**config.mk**
```make
export PLATFORM = sky130hd
export DESIGN_NAME = udma_evt_collector
export DESIGN_NICKNAME = d
export VERILOG_FILES = /design/src/rtl/udma_evt_pkg.sv /design/src/rtl/udma_evt_fifo.sv /design/src/rtl/udma_evt_collector.sv
export SDC_FILE = /design/constraint.sdc
export NUM_CORES = 1
export LEC_CHECK = 0
export BUFFER_PORTS_ARGS = -buffer_cell sky130_fd_sc_hd__buf_2
export CAP_MARGIN = 0
export CORE_MARGIN = 3
export CORE_UTILIZATION = 41
export CTS_BUF_LIST = sky130_fd_sc_hd__clkbuf_8
export CTS_CLUSTER_SIZE = 14
export DETAILED_ROUTE_END_ITERATION = 8
export HOLD_SLACK_MARGIN = 0.05
export PLACE_DENSITY = 0.61
export RECOVER_POWER = 100
export SYNTH_ARGS = -nofsm -noshare
export SYNTH_HDL_FRONTEND = slang
export SYNTH_HIERARCHICAL = 1
export SYNTH_SLANG_ARGS = --single-unit
```
**constraint.sdc**
```tcl
create_clock -name clk_i -period 10.45 [get_ports clk_i]
set_input_delay 2.09 -clock clk_i [delete_from_list [all_inputs] [get_ports clk_i]]
set_output_delay 2.09 -clock clk_i [all_outputs]
set_load 0.05 [all_outputs]
```
**src/rtl/udma_evt_pkg.sv**
```systemverilog
// Shared types for the uDMA event collector: the 8-bit event-ID carried to the uDMA control block.
package udma_evt_pkg;

  localparam int EVT_ID_W = 8;

  typedef logic [EVT_ID_W-1:0] evt_id_t;

endpackage

```
**src/rtl/udma_evt_fifo.sv**
```systemverilog
// Small synchronous FIFO for event IDs; power-of-two depth, head reads as zero when empty.
module udma_evt_fifo
  import udma_evt_pkg::*;
#(
  parameter int  DEPTH = 4,
  parameter type T     = evt_id_t
) (
  input  logic                       clk_i,
  input  logic                       rstn_i,
  input  logic                       push_i,
  input  T                           data_i,
  input  logic                       pop_i,
  output T                           data_o,
  output logic                       full_o,
  output logic                       empty_o,
  output logic [$clog2(DEPTH):0]     count_o
);

  localparam int AW = $clog2(DEPTH);
  localparam int CW = AW + 1;

  logic [AW-1:0] wr_ptr_q, wr_ptr_d;
  logic [AW-1:0] rd_ptr_q, rd_ptr_d;
  logic [CW-1:0] cnt_q, cnt_d;
  T              mem_q [DEPTH];
  T              mem_d [DEPTH];
  logic          do_push, do_pop;

  always_comb begin
    // A full FIFO refuses a push even when the head is popped in the same cycle.
    do_push  = push_i & (cnt_q != CW'(DEPTH));
    do_pop   = pop_i & (cnt_q != '0);
    mem_d    = mem_q;
    wr_ptr_d = wr_ptr_q;
    rd_ptr_d = rd_ptr_q;
    cnt_d    = cnt_q;
    if (do_push) begin
      mem_d[wr_ptr_q] = data_i;
      wr_ptr_d        = wr_ptr_q + AW'(1);
    end
    if (do_pop) rd_ptr_d = rd_ptr_q + AW'(1);
    case ({do_push, do_pop})
      2'b10:   cnt_d = cnt_q + CW'(1);
      2'b01:   cnt_d = cnt_q - CW'(1);
      default: cnt_d = cnt_q;
    endcase
  end

  always_ff @(posedge clk_i) begin
    if (!rstn_i) begin
      wr_ptr_q <= '0;
      rd_ptr_q <= '0;
      cnt_q    <= '0;
    end else begin
      wr_ptr_q <= wr_ptr_d;
      rd_ptr_q <= rd_ptr_d;
      cnt_q    <= cnt_d;
    end
  end

  always_ff @(posedge clk_i) begin
    mem_q <= mem_d;
  end

  assign empty_o = (cnt_q == '0);
  assign full_o  = (cnt_q == CW'(DEPTH));
  assign count_o = cnt_q;
  assign data_o  = empty_o ? T'('0) : mem_q[rd_ptr_q];

endmodule

```
**src/rtl/udma_evt_collector.sv**
```systemverilog
// Latches single-cycle event pulses per source, arbitrates them round-robin and
// serialises the winners as event IDs through a small FIFO.
module udma_evt_collector
  import udma_evt_pkg::*;
#(
  parameter int N_EVT_SRC   = 16,
  parameter int EVT_ID_BASE = 0,
  parameter int FIFO_DEPTH  = 4
) (
  input  logic                 clk_i,
  input  logic                 rstn_i,
  input  logic [N_EVT_SRC-1:0] evt_i,
  input  logic [N_EVT_SRC-1:0] evt_en_i,
  output logic                 event_valid_o,
  output logic [7:0]           event_data_o,
  input  logic                 event_ready_i,
  output logic [N_EVT_SRC-1:0] evt_lost_o,
  input  logic                 evt_lost_clr_i,
  output logic                 busy_o
);

  localparam int PTR_W = (N_EVT_SRC > 1) ? $clog2(N_EVT_SRC) : 1;
  localparam int CNT_W = $clog2(FIFO_DEPTH) + 1;

  logic [N_EVT_SRC-1:0] pend_q, pend_d;
  logic [N_EVT_SRC-1:0] lost_q, lost_d;
  logic [PTR_W-1:0]     rr_q, rr_d;

  logic                 gnt_found;
  logic                 gnt_vld;
  logic [PTR_W-1:0]     gnt_idx;
  logic [N_EVT_SRC-1:0] gnt_oh;
  logic [N_EVT_SRC-1:0] evt_in;
  evt_id_t              push_id;
  evt_id_t              head_id;
  logic                 fifo_full, fifo_empty, fifo_pop;
  logic [CNT_W-1:0]     fifo_cnt;
  int                   idx;

  // Round-robin search over the registered pending bits, starting at rr_q.
  always_comb begin
    gnt_found = 1'b0;
    gnt_idx   = '0;
    idx       = 0;
    for (int k = 0; k < N_EVT_SRC; k++) begin
      idx = int'(rr_q) + k;
      if (idx >= N_EVT_SRC) idx = idx - N_EVT_SRC;
      if (!gnt_found && pend_q[idx]) begin
        gnt_found = 1'b1;
        gnt_idx   = PTR_W'(idx);
      end
    end
  end

  always_comb begin
    gnt_vld = gnt_found & ~fifo_full;
    gnt_oh  = '0;
    if (gnt_vld) gnt_oh[gnt_idx] = 1'b1;
    push_id = evt_id_t'(EVT_ID_BASE + int'(gnt_idx));

    evt_in = evt_i & evt_en_i;
    // A pulse landing on the cycle its source is granted re-arms pending instead of being lost.
    pend_d = (pend_q & ~gnt_oh) | evt_in;
    lost_d = (evt_lost_clr_i ? '0 : lost_q) | (evt_in & pend_q & ~gnt_oh);

    rr_d = rr_q;
    if (gnt_vld) rr_d = (gnt_idx == PTR_W'(N_EVT_SRC - 1)) ? '0 : gnt_idx + PTR_W'(1);
  end

  always_ff @(posedge clk_i) begin
    if (!rstn_i) begin
      pend_q <= '0;
      lost_q <= '0;
      rr_q   <= '0;
    end else begin
      pend_q <= pend_d;
      lost_q <= lost_d;
      rr_q   <= rr_d;
    end
  end

  udma_evt_fifo #(
    .DEPTH (FIFO_DEPTH),
    .T     (evt_id_t)
  ) u_fifo (
    .clk_i   (clk_i),
    .rstn_i  (rstn_i),
    .push_i  (gnt_vld),
    .data_i  (push_id),
    .pop_i   (fifo_pop),
    .data_o  (head_id),
    .full_o  (fifo_full),
    .empty_o (fifo_empty),
    .count_o (fifo_cnt)
  );

  assign fifo_pop      = event_valid_o & event_ready_i;
  assign event_valid_o = ~fifo_empty;
  assign event_data_o  = head_id;
  assign evt_lost_o    = lost_q;
  assign busy_o        = (|pend_q) | (fifo_cnt != '0);

endmodule

```
==> results by stage <==
Floorplanning:
- The die area is 16,500 um2.
- The core area is roughly 15,000 um2.
- The die width is ~130 um.
- The number of top-level pins is 62.
- For this configuration, the core starts out at a cell density of a little over two fifths.
- The initialized floorplan defines 44 standard-cell rows.
- The die is 128.5 um tall.

Setup path:
- The worst endpoint data arrival time is between 8 and 9 ns.
- The critical-path maximum fanout is 32.
- The critical path is of the reg2reg type.
- The required time at the endpoint of the critical path is roughly 11 ns.
- The kind of launch point of the worst setup path is a flip-flop.
- In this design, the stage delay of the slowest critical-path cell is 1.21 ns.
- The cell with the biggest individual delay on the critical path is clkbuf_1.
- The worst setup path is captured at a flip-flop.
- Broken down by cell family, the worst path's largest delay share belongs to buffers and inverters.
- The number of buffers and inverters on the critical path is 4.
- The critical path goes through buf_4 -> inv_1 -> ha_1 -> clkbuf_1 -> mux2_2 -> mux4_2 -> mux2i_1 -> and2_0 -> and2_0 -> nand2_1 -> a2bb2oi_1 -> nor3_1 -> inv_1 -> o41ai_1 -> o21ai_1.

STA:
- Across the routed clock network, the largest skew measured is about 0.010 ns.
- Counting I/O delays and the setup requirement, the final critical path takes 7.991 ns.
- The fmax is 0.1251 GHz.
- In the finished design, the share of the clock period the worst path needs comes to between 70% and 80%.
- For the pin with the worst max-slew slack, the measured transition is about 2.9 ns.
- The final-report hold violation count came to 0.
- Setup repair after global routing left no endpoint under its margin.
- Setup violations remaining at the end of the flow were counted as 0.
- Headroom to the max-slew limit came out at -93.04%.
- The number of max-slew violations in the final report is 100.
- The setup TNS is 0 ns.

Layout:
- The total of fill cells in the finished design is approximately 1,400.
- 0 antenna diodes ended up in the layout.
- The fraction of final layout cells with drive strength greater than 1 is about a fifth.
- The net count of the finished layout is roughly 680.
- Relative to the synthesized area, the layout overhead comes to 7.040%.

GRT:
- The total overflow left after global routing is 0.
- The via count of the first global-routing pass is 4,995.
- The largest net degree at the start of global routing is 52.
- The first-pass GRT wire length is between 20,000 and 30,000 um.
- The all-layer global routing usage is between 20% and 30%.
- The number of antenna violations at the first check in global routing was 0.

Logic synthesis:
- Yosys instantiated no cell more often than nand2_1.
- The mapped netlist covers 6150 um2.
- By count the netlist is led by nand2_1 (60), dfxtp_1 (43), edfxtp_1 (32), mux4_2 (31), mux2i_1 (30).
- The synthesized design devotes to its leading area cell type ~16% of total area.
- Counting flops with a built-in enable in the synthesized netlist gives 32.
- A synthesized cell averages between 10 and 15 um2.
- After synthesis, the netlist uses 96 different library cells.
- In the synthesized netlist, the number of instances is 588.
- Of all flip-flops after synthesis, the portion carrying an async set or reset was 0%.
- In the post-synthesis netlist, the biggest area contributors are edfxtp_1 (16%), dfxtp_1 (14%), mux4_2 (11%).
- The number of register bits inferred by synthesis is 75.
- For this run, the leading register cell type out of synthesis is dfxtp_1.
- The cell type with the largest total area after synthesis is edfxtp_1.
- The register area share after synthesis is slightly below 30%.
- For this run, the number of Yosys warnings is 6.

CTS:
- The worst-case clock buffer depth is 2.
- The deepest level of the CTS H-tree is 3.
- TritonCTS built the clock tree.
- The clock buffer count from CTS is 9.
- The number of buffers inserted to repair setup after CTS is 0.
- Gates resized during post-CTS repair numbered 0.
- The cell chosen for the clock root is clkbuf_8.
- The later pin in the worst-skew pair is clocked with a latency of approximately 0.37 ns.
- The number of sinks on the clock net is 75.
- The number of hold-repair buffers added at the cts stage is 0.
- The post-CTS clock slew at the launch and capture registers of the worst setup and hold paths is roughly 0.08 ns.

Job:
- Max-cap violations in this run came to 3.

Placed design:
- The wire-length estimate of the detail-placed layout is roughly 12,000 um.
- The count of buffers added on input and output ports is ~60.
- The congestion estimate from routability-driven global placement came to roughly 0.97.

Detailed routing:
- The number of optimization iterations in the first detailed-route pass is 5.
- After detailed routing, the number of vias per cell comes to between 6 and 7.
- The routed wire length is approximately 17,000 um.
- The detailed router placed 5,069 vias in this run.
- The average wire per cell in the routed design is roughly 20 um.
- The iteration-0 DRC count of the detailed router is 424.
- The residual antenna-violating net count after detailed routing is 0.
- For this run, design rule violations remaining after detail routing come to 0.

Min path:
- The path type of the worst min-delay path is reg2reg.

Status:
- The final reports fail on capacitance limit, slew limit.
- The flow ran to the end, but the final reports show violations.
-- metal layers --
metal | share of wire, % | wire (um) | vias to the layer above | track usage [%]
met5 | 0 | 0 | - | 0
met4 | 3.6 | 596 | 0 | 8.614
met3 | 6.9 | 1147 | 48 | 3.944
met2 | 47 | 7867 | 234 | 33.50
met1 | 42 | 7062 | 2434 | 26.83
li1 | - | - | 2353 | -
-- per-stage QoR --
stage	cells	utilization (%)	setup slack [ns]	instance area (um2)	hold slack (ns)
global placement	802	44.51	4.318	6494	0.4342
CTS	818	45.84	4.086	6688	0.4510
global route	818	45.12	1.903	6583	0.4895
finish	818	45.12	2.459	6583	0.4596
detailed placement	802	44.51	4.095	6494	0.4401
floorplan	603	-	5.143	6206	0.4677
-- area by class of cell --
type | count | area [um2] | area share (%)
clock buffer | 10 | 137.6 | 2.091
clock inverter | 6 | 56.30 | 0.8554
inverter | 22 | 82.58 | 1.255
multi-input combinational | 455 | 3948 | 59.97
sequential | 75 | 1822 | 27.68
tap | 184 | 230.2 | 3.497
timing repair buffer | 66 | 306.5 | 4.657
-- kinds of logic (layout without fill, tap and decap cells) --
group,count (synthesis),after routing,synth area share (%)
simple gates,178,178,16.99
compound gates,140,140,17.97
mux,91,91,23.91
flops,75,75,29.62
buf+inv,73,104,6.083
xor+xnor,16,16,2.401
fa+ha+maj,14,14,2.971
other cells,1,16,0.06098
-- worst paths after layout --
check                              startpoint  cells past startpoint            end  slack [ns]
worst max-delay path                  rr_q[0]                     15  evt_lost_o[9]        2.46
worst max register to register        rr_q[0]                     15  evt_lost_o[9]        2.46
worst min register to register  evt_lost_o[1]                      2  evt_lost_o[1]        0.46
worst min-delay path            evt_lost_o[1]                      2  evt_lost_o[1]        0.46
-- state kept, by name (all words and copies together) (netlist names) --
signal           flops
u_fifo/wr_ptr_q      2
u_fifo/count_o       3
pend_q              16
rr_q                 4
u_fifo/mem_q        32
evt_lost_o          16
u_fifo/rd_ptr_q      2
-- placed cells by master (no fill, tap or decap), types with 13 or more instances in the layout --
cell type / n
buf_2: 35
mux2i_1: 30
nand3_1: 18
conb_1: 16
a21oi_1: 15
edfxtp_1: 32
mux2_2: 20
dfxtp_1: 43
o21ai_0: 27
nor2_1: 17
ha_1: 13
mux4_2: 31
nand2_1: 61
clkbuf_1: 27
inv_1: 22
-- worst register-to-register path: stages (launching register included) --
cell and delay [ns]:
dfxtp_1 0.31, buf_4 0.36, inv_1 0.35, ha_1 0.46, clkbuf_1 1.21, mux2_2 0.44, mux4_2 0.51, mux2i_1 0.71
and2_0 0.33, and2_0 0.34, nand2_1 0.16, a2bb2oi_1 0.22, nor3_1 0.92, inv_1 0.55, o41ai_1 0.87, o21ai_1 0.11
Power is not shown: default switching activity piles up to over one toggle a cycle in this logic, so the estimate is an artifact.
